### src/rtl/gullfaxi_pkg.sv
// rtl/gullfaxi_pkg.sv - shared types, widths and helpers for the Gullfaxi port sink
package gullfaxi_pkg;

    localparam int LEN_W  = 6;
    localparam int DATA_W = 8;

    typedef enum logic [1:0] {
        SK_IDLE,
        SK_WAIT_START,
        SK_RECV,
        SK_DISCARD
    } sink_state_t;

    function automatic logic [15:0] sat_inc(input logic [15:0] v);
        return (v == 16'hFFFF) ? v : v + 16'd1;
    endfunction

endpackage

### src/rtl/gullfaxi_sink_buf.sv
// rtl/gullfaxi_sink_buf.sv - packet byte buffer, one write port and one asynchronous read port
module gullfaxi_sink_buf #(
    parameter int DEPTH    = 64,
    parameter int LOGDEPTH = 6,
    parameter int WIDTH    = 9
) (
    input  logic                i_clk,
    input  logic                i_wr_en,
    input  logic [LOGDEPTH-1:0] i_wr_addr,
    input  logic [WIDTH-1:0]    i_wr_data,
    input  logic [LOGDEPTH-1:0] i_rd_addr,
    output logic [WIDTH-1:0]    o_rd_data
);

    logic [WIDTH-1:0] r_mem [DEPTH];

    always_ff @(posedge i_clk) begin
        if (i_wr_en) begin
            r_mem[i_wr_addr] <= i_wr_data;
        end
    end

    assign o_rd_data = r_mem[i_rd_addr];

endmodule

### src/rtl/gullfaxi_port_sink.sv
// rtl/gullfaxi_port_sink.sv - Gullfaxi output-port receiver: grant, capture, frame check, commit to byte stream
module gullfaxi_port_sink
    import gullfaxi_pkg::*;
#(
    parameter int DEPTH     = 64,
    parameter int LOGDEPTH  = 6,
    parameter int MAXLENGTH = 12,
    parameter int TIMEOUT   = 8
) (
    input  logic              clk,
    input  logic              reset,
    input  logic              in_req,
    input  logic [LEN_W-1:0]  in_length,
    output logic              in_grant,
    input  logic              in_start,
    input  logic [DATA_W-1:0] in_data,
    input  logic              in_end,
    output logic              out_valid,
    output logic [DATA_W-1:0] out_data,
    output logic              out_last,
    input  logic              out_ready,
    output logic              busy,
    output logic [15:0]       pkt_count,
    output logic [15:0]       err_count
);

    localparam int PW    = LOGDEPTH + 1;
    localparam int TMO_W = $clog2(TIMEOUT + 1);
    localparam logic [PW-1:0]    DEPTH_P = PW'(DEPTH);
    localparam logic [TMO_W-1:0] TMO_END = TMO_W'(TIMEOUT - 1);

    sink_state_t        r_state, w_next_state;
    logic [PW-1:0]      r_wr_ptr, r_cm_ptr, r_rd_ptr, r_pkt_base;
    logic [LEN_W-1:0]   r_len, r_cnt;
    logic [TMO_W-1:0]   r_tmo;
    logic               r_started;
    logic               r_grant;
    logic [15:0]        r_pkt_count, r_err_count;

    logic [PW-1:0]      w_used, w_free;
    logic               w_len_legal, w_fits, w_last_byte;
    logic               w_grant, w_wr_en, w_wr_last, w_commit, w_err, w_rollback;
    logic [DATA_W:0]    w_rd_word;
    logic               w_rd_fire;

    // Free space uses the registered read pointer, so a same-cycle read never lets a grant overcommit.
    assign w_used      = r_wr_ptr - r_rd_ptr;
    assign w_free      = DEPTH_P - w_used;
    assign w_len_legal = (in_length != '0) && (in_length <= LEN_W'(MAXLENGTH));
    assign w_fits      = w_free >= PW'(in_length);
    assign w_last_byte = (r_cnt + LEN_W'(1)) == r_len;

    always_comb begin
        w_next_state = r_state;
        w_grant      = 1'b0;
        w_wr_en      = 1'b0;
        w_wr_last    = 1'b0;
        w_commit     = 1'b0;
        w_err        = 1'b0;
        w_rollback   = 1'b0;
        case (r_state)
            SK_IDLE: begin
                if (in_req && !w_len_legal) begin
                    w_grant      = 1'b1;
                    w_next_state = SK_DISCARD;
                end else if (in_req && w_fits) begin
                    w_grant      = 1'b1;
                    w_next_state = SK_WAIT_START;
                end
            end
            SK_WAIT_START: begin
                if (in_start) begin
                    w_wr_en = 1'b1;
                    if (r_len == LEN_W'(1)) begin
                        if (in_end) begin
                            w_wr_last = 1'b1;
                            w_commit  = 1'b1;
                        end else begin
                            w_err      = 1'b1;
                            w_rollback = 1'b1;
                        end
                        w_next_state = SK_IDLE;
                    end else if (in_end) begin
                        w_err        = 1'b1;
                        w_rollback   = 1'b1;
                        w_next_state = SK_IDLE;
                    end else begin
                        w_next_state = SK_RECV;
                    end
                end else if (r_tmo == TMO_END) begin
                    w_err        = 1'b1;
                    w_next_state = SK_IDLE;
                end
            end
            SK_RECV: begin
                // Every cycle carries a byte, so the end marker must land exactly on byte len-1.
                if (in_start || (in_end != w_last_byte)) begin
                    w_err        = 1'b1;
                    w_rollback   = 1'b1;
                    w_next_state = SK_IDLE;
                end else begin
                    w_wr_en = 1'b1;
                    if (in_end) begin
                        w_wr_last    = 1'b1;
                        w_commit     = 1'b1;
                        w_next_state = SK_IDLE;
                    end
                end
            end
            SK_DISCARD: begin
                if ((r_started || in_start) && in_end) begin
                    w_err        = 1'b1;
                    w_next_state = SK_IDLE;
                end else if (!r_started && !in_start && (r_tmo == TMO_END)) begin
                    w_err        = 1'b1;
                    w_next_state = SK_IDLE;
                end
            end
            default: w_next_state = SK_IDLE;
        endcase
    end

    assign out_valid = (r_rd_ptr != r_cm_ptr);
    assign w_rd_fire = out_valid && out_ready;

    always_ff @(posedge clk) begin
        if (reset) begin
            r_state     <= SK_IDLE;
            r_wr_ptr    <= '0;
            r_cm_ptr    <= '0;
            r_rd_ptr    <= '0;
            r_pkt_base  <= '0;
            r_len       <= '0;
            r_cnt       <= '0;
            r_tmo       <= '0;
            r_started   <= 1'b0;
            r_grant     <= 1'b0;
            r_pkt_count <= '0;
            r_err_count <= '0;
        end else begin
            r_state <= w_next_state;
            r_grant <= w_grant;
            if (w_grant) begin
                r_len      <= in_length;
                r_pkt_base <= r_wr_ptr;
                r_cnt      <= '0;
                r_tmo      <= '0;
                r_started  <= 1'b0;
            end else if (r_state == SK_WAIT_START || r_state == SK_DISCARD) begin
                r_tmo <= r_tmo + TMO_W'(1);
            end
            if (r_state == SK_DISCARD && in_start) begin
                r_started <= 1'b1;
            end
            if (w_rollback) begin
                r_wr_ptr <= r_pkt_base;
            end else if (w_wr_en) begin
                r_wr_ptr <= r_wr_ptr + PW'(1);
                r_cnt    <= r_cnt + LEN_W'(1);
            end
            if (w_commit) begin
                r_cm_ptr    <= r_wr_ptr + PW'(1);
                r_pkt_count <= sat_inc(r_pkt_count);
            end
            if (w_err) begin
                r_err_count <= sat_inc(r_err_count);
            end
            if (w_rd_fire) begin
                r_rd_ptr <= r_rd_ptr + PW'(1);
            end
        end
    end

    gullfaxi_sink_buf #(
        .DEPTH    (DEPTH),
        .LOGDEPTH (LOGDEPTH),
        .WIDTH    (DATA_W + 1)
    ) u_buf (
        .i_clk     (clk),
        .i_wr_en   (w_wr_en),
        .i_wr_addr (r_wr_ptr[LOGDEPTH-1:0]),
        .i_wr_data ({w_wr_last, in_data}),
        .i_rd_addr (r_rd_ptr[LOGDEPTH-1:0]),
        .o_rd_data (w_rd_word)
    );

    assign out_data  = out_valid ? w_rd_word[DATA_W-1:0] : '0;
    assign out_last  = out_valid ? w_rd_word[DATA_W]     : 1'b0;
    assign in_grant  = r_grant;
    assign busy      = (r_state != SK_IDLE);
    assign pkt_count = r_pkt_count;
    assign err_count = r_err_count;

endmodule

### config.mk
export PLATFORM = sky130hd
export DESIGN_NAME = gullfaxi_port_sink
export DESIGN_NICKNAME = d
export VERILOG_FILES = /design/src/rtl/gullfaxi_pkg.sv /design/src/rtl/gullfaxi_sink_buf.sv /design/src/rtl/gullfaxi_port_sink.sv
export SDC_FILE = /design/constraint.sdc
export NUM_CORES = 1
export LEC_CHECK = 0
export CAP_MARGIN = 0
export CELL_PAD_IN_SITES_DETAIL_PLACEMENT = 1
export CELL_PAD_IN_SITES_GLOBAL_PLACEMENT = 2
export CORE_MARGIN = 5
export CORE_UTILIZATION = 40
export CTS_BUF_LIST = sky130_fd_sc_hd__clkbuf_4
export DETAILED_ROUTE_END_ITERATION = 10
export GPL_TIMING_DRIVEN = 0
export PLACE_DENSITY = 0.75
export SETUP_SLACK_MARGIN = 0.02
export SYNTH_ARGS = -nofsm -noshare
export SYNTH_HDL_FRONTEND = slang
export SYNTH_HIERARCHICAL = 1
export SYNTH_SLANG_ARGS = --single-unit
### constraint.sdc
create_clock -name clk -period 4.15 [get_ports clk]
set_clock_uncertainty 0.2 [all_clocks]
set_input_delay 0.6225 -clock clk [delete_from_list [all_inputs] [get_ports clk]]
set_output_delay 0.6225 -clock clk [all_outputs]
set_load 0.02 [all_outputs]
==> flow_metrics.tcl, run 1 <==
set metrics [dict create \
    numCtsBuffers 170 \
    synth_warnings 6 \
    initial_utilization 0.4050 \
    synth_edf_count 576 \
    cts_root_buf "clkbuf_4" \
    die_y_um 271.4 \
    area_delta_synth_final_pct 20.97 \
    intPower_mw 10.32 \
    path_class "reg2out" \
    synth_top_cell_area_share 0.6326 \
    max-vdd-ir-drop_v 0.0002198 \
    overflow 0 \
    hold_path.class "in2reg" \
    p_clk_frac 0.399 \
    wl_per_cell_um 26.00 \
    max_stage_delay_ns 0.53 \
    min_from "in_length[4]" \
    worst_slack_ns -0.3579 \
    grt_pass1_wl_mm 112.6 \
    slowest_stage "a2111oi_2" \
    cpMostUsedCell "a2111oi_2" \
    rsz0062_at_grt "true" \
    pin_count 64 \
    max_cap_viol_count 0 \
    cp.required_ns 3.33 \
    min_path_cells 3 \
    synth_seq_area_share 0.6912 \
    rows 95 \
    min_to "r_len[4]$_SDFFE_PP0P_" \
    viasPerCell 5.672 \
    insertion_delay_ns 0.97 \
    fillers 6520 \
    status "finished with violations" \
    place_inst 2569 \
    period_share 1.086 \
    max_freq_mhz 221.8 \
    ys_seq_elements 656 \
    nNetsFinal 1968 \
    multi_input_area_um2 8640 \
    synth_most_common_cell "edfxtp_1" \
    p_leak_nw 10.62 \
    grt_pass1_vias 17580 \
    routed_wirelength_mm 75.63 \
    grt_start_max_net_pins 57 \
    die_w_um 271.4 \
    seq_power_share 0.531 \
    crit_path_start_kind "register" \
    synth_area_leader_cell "edfxtp_1" \
    place_hpwl_mm 49.69 \
    async_reset_ff_frac 0 \
    ys_types 72 \
    violations "setup timing" \
    io_buffers 62 \
    place_congestion 0.8360 \
    ant_nets 0 \
    first_pass_iters 5 \
    setup_violations 9 \
    dieArea_um2 73680 \
    final_cells 2909 \
    rr_startpoint "r_cnt[0]$_SDFF_PP0_" \
    pre_cts_slack_ns -1.662 \
    timing.rr.end "u_buf/r_mem[16][4]$_DFFE_PP_" \
    vias 16500 \
    switching_share 0.2416 \
    finalSetupTns_ns -2.027 \
    slew-limit-headroom 0.2917 \
    synth_nets 1673 \
    path_max_fanout 6 \
    min_period_ns 4.508 \
    post-route-util 0.4899 \
    critPathArrivalTime_ns 3.69 \
    grt_use_total 0.2040 \
    cts.sinks 656 \
    drv_slew 0 \
    ys.flop_type "edfxtp_1" \
    cp_cell_sequence "buf_12 > buf_4 > mux4_2 > a2111oi_2 > a2111oi_2 > a221o_1 > and2_1 > clkdlybuf4s15_2" \
    worst_pin_slew_ns 1.059 \
    register_area_um2 18910 \
    r2r_cells 11 \
    rrSetupSlack_ns 0.22 \
    comb_power_share 0.070 \
    postSynthAreaPerCell_um2 16.85 \
    path_clk_slew_ns 0.06 \
    clockBufferDepth 3 \
    drive_gt1_frac 0.3289 \
    synthCells 1623 \
    drcViolationCount 0 \
    antenna_found_initial 3 \
    stdcell_area_um2 33080 \
    power_per_cell_area_nw_per_um2 411.4 \
    htreeDepth 4 \
    synth_top_cells_by_area "edfxtp_1, mux4_2, dfxtp_1, nor2_1, ha_1" \
    endpoint_kind "output pin" \
    power_switching_mw 3.287 \
    synth.top_cells.by_count "edfxtp_1, mux4_2, nor2_1" \
    hold_violations 0 \
    fp.coreArea_um2 67510 \
    drtIter0Drc 1324 \
    place_area_um2 29230 \
    cts_tree "done" \
    synth_area_um2 27340 \
]
per-stage QoR:
step                      hold slack [ns]  total power [mW]
after floorplan                    0.2403             7.852
after global placement             0.2507             8.187
after detailed placement           0.2598             8.213
after CTS                         0.09088             13.75
after global routing               0.1086             14.23
final                              0.2109             13.61
critical path, delay by kind of cell, from the launching register on:
kind | cells | cell delay (ns)
AOI/OAI and AO/OA | 3 | 1.02
muxes | 1 | 0.51
buffers and inverters | 3 | 0.57
DFF | 1 | 0.44
and+or+nand+nor | 1 | 0.16
worst max-delay path by stage:
stage	endpoint	start	slack (ns)	depth (start not counted)
2_1_floorplan	u_buf/r_mem[62][0]$_DFFE_PP_	r_cnt[0]$_SDFF_PP0_	0.46	10
3_3_place_gp	u_buf/r_mem[62][6]$_DFFE_PP_	in_end	-1.52	8
3_5_place_dp	u_buf/r_mem[62][1]$_DFFE_PP_	in_end	-1.66	8
4_1_cts	out_data[3]	r_rd_ptr[0]$_SDFFE_PP0P_	-0.43	9
5_1_grt	out_data[5]	r_rd_ptr[0]$_SDFFE_PP0P_	-0.49	8
6_report	out_data[5]	r_rd_ptr[0]$_SDFFE_PP0P_	-0.36	8
routing by layer:
| metal | wire length, um | share of wire | global-route usage | up-vias |
|---|---|---|---|---|
| met4 | 2128 | 0.028 | 0.07014 | 2 |
| met5 | 17 | 0.00022 | 0 | - |
| li1 | - | - | - | 7168 |
| met1 | 30420 | 0.40 | 0.2583 | 8604 |
| met3 | 4827 | 0.064 | 0.04866 | 139 |
| met2 | 38240 | 0.51 | 0.3467 | 587 |
layout by cell type, fill, tap and decap left out, types with 12 or more instances in the layout:
cell,Yosys,layout
a21oi_1,59,59
and2_1,19,17
buf_12,2,33
buf_2,16,12
buf_4,10,32
buf_6,6,12
clkbuf_1,48,28
clkbuf_4,0,247
clkdlybuf4s50_1,0,45
clkinv_1,0,31
dfxtp_1,80,74
edfxtp_1,576,576
ha_1,29,29
inv_1,40,39
mux2_2,15,14
mux2i_1,27,22
mux4_2,143,143
nand2_1,61,57
nand3_1,63,58
nor2_1,118,56
nor2_4,0,54
nor2b_1,29,28
nor3_1,24,22
o211ai_1,12,12
o21ai_0,26,26
xnor2_1,23,23
xor2_1,12,12
power groups by stage:
stage / registers (mW) / clock network (mW) / logic (mW)
floorplan: 7.36 / 0 / 0.491
CTS: 7.23 / 5.58 / 0.943
detailed placement: 7.37 / 0 / 0.845
finish: 7.23 / 5.42 / 0.956
global route: 7.23 / 5.98 / 1.03
global placement: 7.38 / 0 / 0.807
state kept, by name, summed over array words and instances (netlist names):
| name | count |
|---|---|
| r_pkt_base | 7 |
| r_cm_ptr | 7 |
| err_count | 16 |
| r_cnt | 6 |
| r_len | 6 |
| r_rd_ptr | 7 |
| r_tmo | 4 |
| r_started | 1 |
| pkt_count | 16 |
| r_wr_ptr | 7 |
| r_state | 2 |
| in_grant | 1 |
| u_buf/r_mem | 576 |
what timing repair did:
action / in CTS / in global routing
resized for setup: 304 / 39
cloned: 3 / 1
setup buffers: 27 / 12
hold endpoints to repair: 245 / 0
pin swaps: 33 / 13
hold buffers: 10 / 0
endpoints found under the setup margin: 608 / 261
kinds of logic (layout without fill, tap and decap cells):
logic type	after synthesis	after routing	share of synthesized area
flops	656	656	0.6912
simple gates	376	376	0.06809
compound gates	207	207	0.05125
mux	193	193	0.1415
buf+inv	125	536	0.02210
xor+xnor	36	36	0.01181
fa+ha+maj	30	30	0.01400
other cells	0	2	0
area by class of cell:
| type | count | area share |
|---|---|---|
| multi-input cells | 842 | 0.2612 |
| inverters | 41 | 0.004729 |
| repair buffers | 125 | 0.04399 |
| flip-flops and latches | 656 | 0.5717 |
| diodes | 2 | 0.0001513 |
| clock buffers | 243 | 0.05515 |
| plain buffers | 82 | 0.02243 |
| clock inverters | 45 | 0.007566 |
| well taps | 873 | 0.03302 |
No activity file was read; power rests on OpenSTA's default activity.
==> run 2, diff against run 1 <==
--- a/config.mk
+++ b/config.mk
@@ -5,7 +5,7 @@
 export SDC_FILE = /design/constraint.sdc
 export NUM_CORES = 1
 export LEC_CHECK = 0
-export CAP_MARGIN = 0
+export CAP_MARGIN = 20
 export CELL_PAD_IN_SITES_DETAIL_PLACEMENT = 1
 export CELL_PAD_IN_SITES_GLOBAL_PLACEMENT = 2
 export CORE_MARGIN = 5
@@ -15,6 +15,7 @@
 export GPL_TIMING_DRIVEN = 0
 export PLACE_DENSITY = 0.75
 export SETUP_SLACK_MARGIN = 0.02
+export SLEW_MARGIN = 5
 export SYNTH_ARGS = -nofsm -noshare
 export SYNTH_HDL_FRONTEND = slang
 export SYNTH_HIERARCHICAL = 1
==> flow_metrics.tcl, run 2 (synthesis gave the netlist of run 1 again) <==
set metrics [dict create \
    status "finished with violations" \
    violations "setup timing" \
    top_usage_layer "met2" \
    grt_use_total 0.2104 \
    cts_root_buf "clkbuf_4" \
    critPathArrivalTime_ns 3.66 \
    cts.sinks 656 \
    rows 95 \
    fillers 6448 \
    pin_count 64 \
    die_y_um 271.4 \
    vias 16920 \
    area_delta_synth_final_pct 23.20 \
    viasPerCell 5.716 \
    nNetsFinal 2008 \
    clockBufferDepth 3 \
    drcViolationCount 0 \
    ant_nets 0 \
    endpoint_kind "output pin" \
    place_congestion 0.8360 \
    max_cap_viol_count 0 \
    cp.required_ns 3.33 \
    grt_pass1_vias 17870 \
    grt_pass1_wl_mm 116.3 \
    hold_violations 0 \
    slowest_stage "mux4_2" \
    whs_ns 0.1381 \
    numCtsBuffers 171 \
    fp.coreArea_um2 67510 \
    max_stage_delay_ns 0.59 \
    crit_path_start_kind "register" \
    min_period_ns 4.484 \
    rsz0062_at_grt "true" \
    wl_per_cell_um 26.30 \
    period_share 1.080 \
    worst_pin_slew_ns 1.024 \
    place_hpwl_mm 49.74 \
    cts_tree "done" \
    path_class "reg2out" \
    drive_gt1_frac 0.3364 \
    power_mw 13.78 \
    use_met1 0.2671 \
    largest_register "u_buf/r_mem" \
    htreeDepth 4 \
    io_buffers 62 \
    largest_register_ffs 576 \
    hold_path.class "in2reg" \
    power_per_cell_area_nw_per_um2 409.0 \
    slew-limit-headroom 0.3173 \
    initial_utilization 0.4050 \
    die_w_um 271.4 \
    drtIter0Drc 1369 \
    use_met3 0.04442 \
    drv_slew 0 \
    final_cell_mix "edfxtp_1, clkbuf_4, mux4_2" \
    grt_start_max_net_pins 74 \
    max-vdd-ir-drop_v 0.0002470 \
    grt.met2_usage 0.3620 \
    cp_cell_sequence "buf_12 > buf_12 > buf_6 > mux4_2 > mux4_2 > o211ai_1 > nand2_1 > and2_4 > buf_6" \
    p_leak_nw 10.87 \
    finalSetupTns_ns -2.360 \
    dieArea_um2 73680 \
    setup_violations 9 \
    max_freq_mhz 223.0 \
    overflow 0 \
    insertion_delay_ns 0.99 \
    first_pass_iters 5 \
    antenna_found_initial 3 \
    path_max_fanout 6 \
    path_clk_slew_ns 0.07 \
    routed_wirelength_mm 77.84 \
    worst_slack_ns -0.3337 \
    layout_commonest_cell "edfxtp_1" \
]
[run 2: cell count changes in the layout (fill, tap and decap cells not counted), moves of 4 or more]
cell | before | now
buf_4 | 32 | 55
clkbuf_4 | 247 | 235
clkinv_2 | 1 | 6
buf_6 | 12 | 20
buf_12 | 33 | 44
nor2_4 | 54 | 58
nor2_2 | 8 | 4
diode_2 | 2 | 6
clkinv_1 | 31 | 44
[run 2: area by class of cell]
cell class	count	area, um2	share of cell area
Sequential cell	656	18910	0.5614
Tap cell	873	1092	0.03243
Clock buffer	231	1734	0.05148
Multi-Input combinational cell	842	8678	0.2576
Antenna cell	6	15.01	0.0004457
Timing Repair Buffer	163	1957	0.05810
Buffer	83	740.7	0.02199
Clock inverter	65	401.6	0.01192
Inverter	41	153.9	0.004569
[run 2: final timing paths]
kind / cells after the start / startpoint / slack (ns) / to
worst max-delay path: 9 / r_rd_ptr[0]$_SDFFE_PP0P_ / -0.33 / out_data[1]
worst min-delay path: 3 / out_ready / 0.14 / r_rd_ptr[1]$_SDFFE_PP0P_
worst max register to register: 15 / r_cnt[0]$_SDFF_PP0_ / 0.17 / u_buf/r_mem[46][6]$_DFFE_PP_
worst min register to register: 2 / r_pkt_base[6]$_SDFFE_PP0P_ / 0.27 / r_wr_ptr[6]$_SDFFE_PP0P_
[run 2: per-layer routing]
| metal | up-vias | part of all wire | wire length (um) |
|---|---|---|---|
| li1 | 7308 | - | - |
| met1 | 8877 | 0.41 | 31560 |
| met2 | 577 | 0.51 | 39690 |
| met3 | 157 | 0.057 | 4463 |
| met4 | 0 | 0.027 | 2130 |
| met5 | - | 0 | 0 |
[run 2: power by group]
part           internal (mW)  total [mW]  switching [mW]
Combinational          0.412        1.01           0.596
Sequential              7.19        7.23          0.0412
Clock                   2.80        5.54            2.74
Total                   10.4        13.8            3.38
[run 2: metrics by stage]
stage                     utilization  area [um2]  setup slack, ns  instances
after floorplan                     -       27340           0.4646       1623
after global placement         0.4303       29050           -1.524       2558
after detailed placement       0.4327       29210           -1.178       2569
after CTS                      0.4959       33480          -0.4040       2943
after global routing           0.4988       33680          -0.4339       2957
final                          0.4989       33680          -0.3337       2960
[run 2: critical path, delay by kind of cell (launching register included)]
| family | cells | cell delay [ns] |
|---|---|---|
| buffers and inverters | 4 | 0.53 |
| and+or+nand+nor | 2 | 0.30 |
| DFF | 1 | 0.45 |
| muxes | 2 | 1.09 |
| AOI/OAI and AO/OA | 1 | 0.31 |
[run 2: what timing repair did]
item,4_1_cts,5_1_grt
pin swaps,49,15
gates resized for setup,344,15
endpoints found under the setup margin,598,289
gates cloned,6,0
endpoints found under the hold margin,244,0
hold buffers,9,0
buffers inserted,64,11
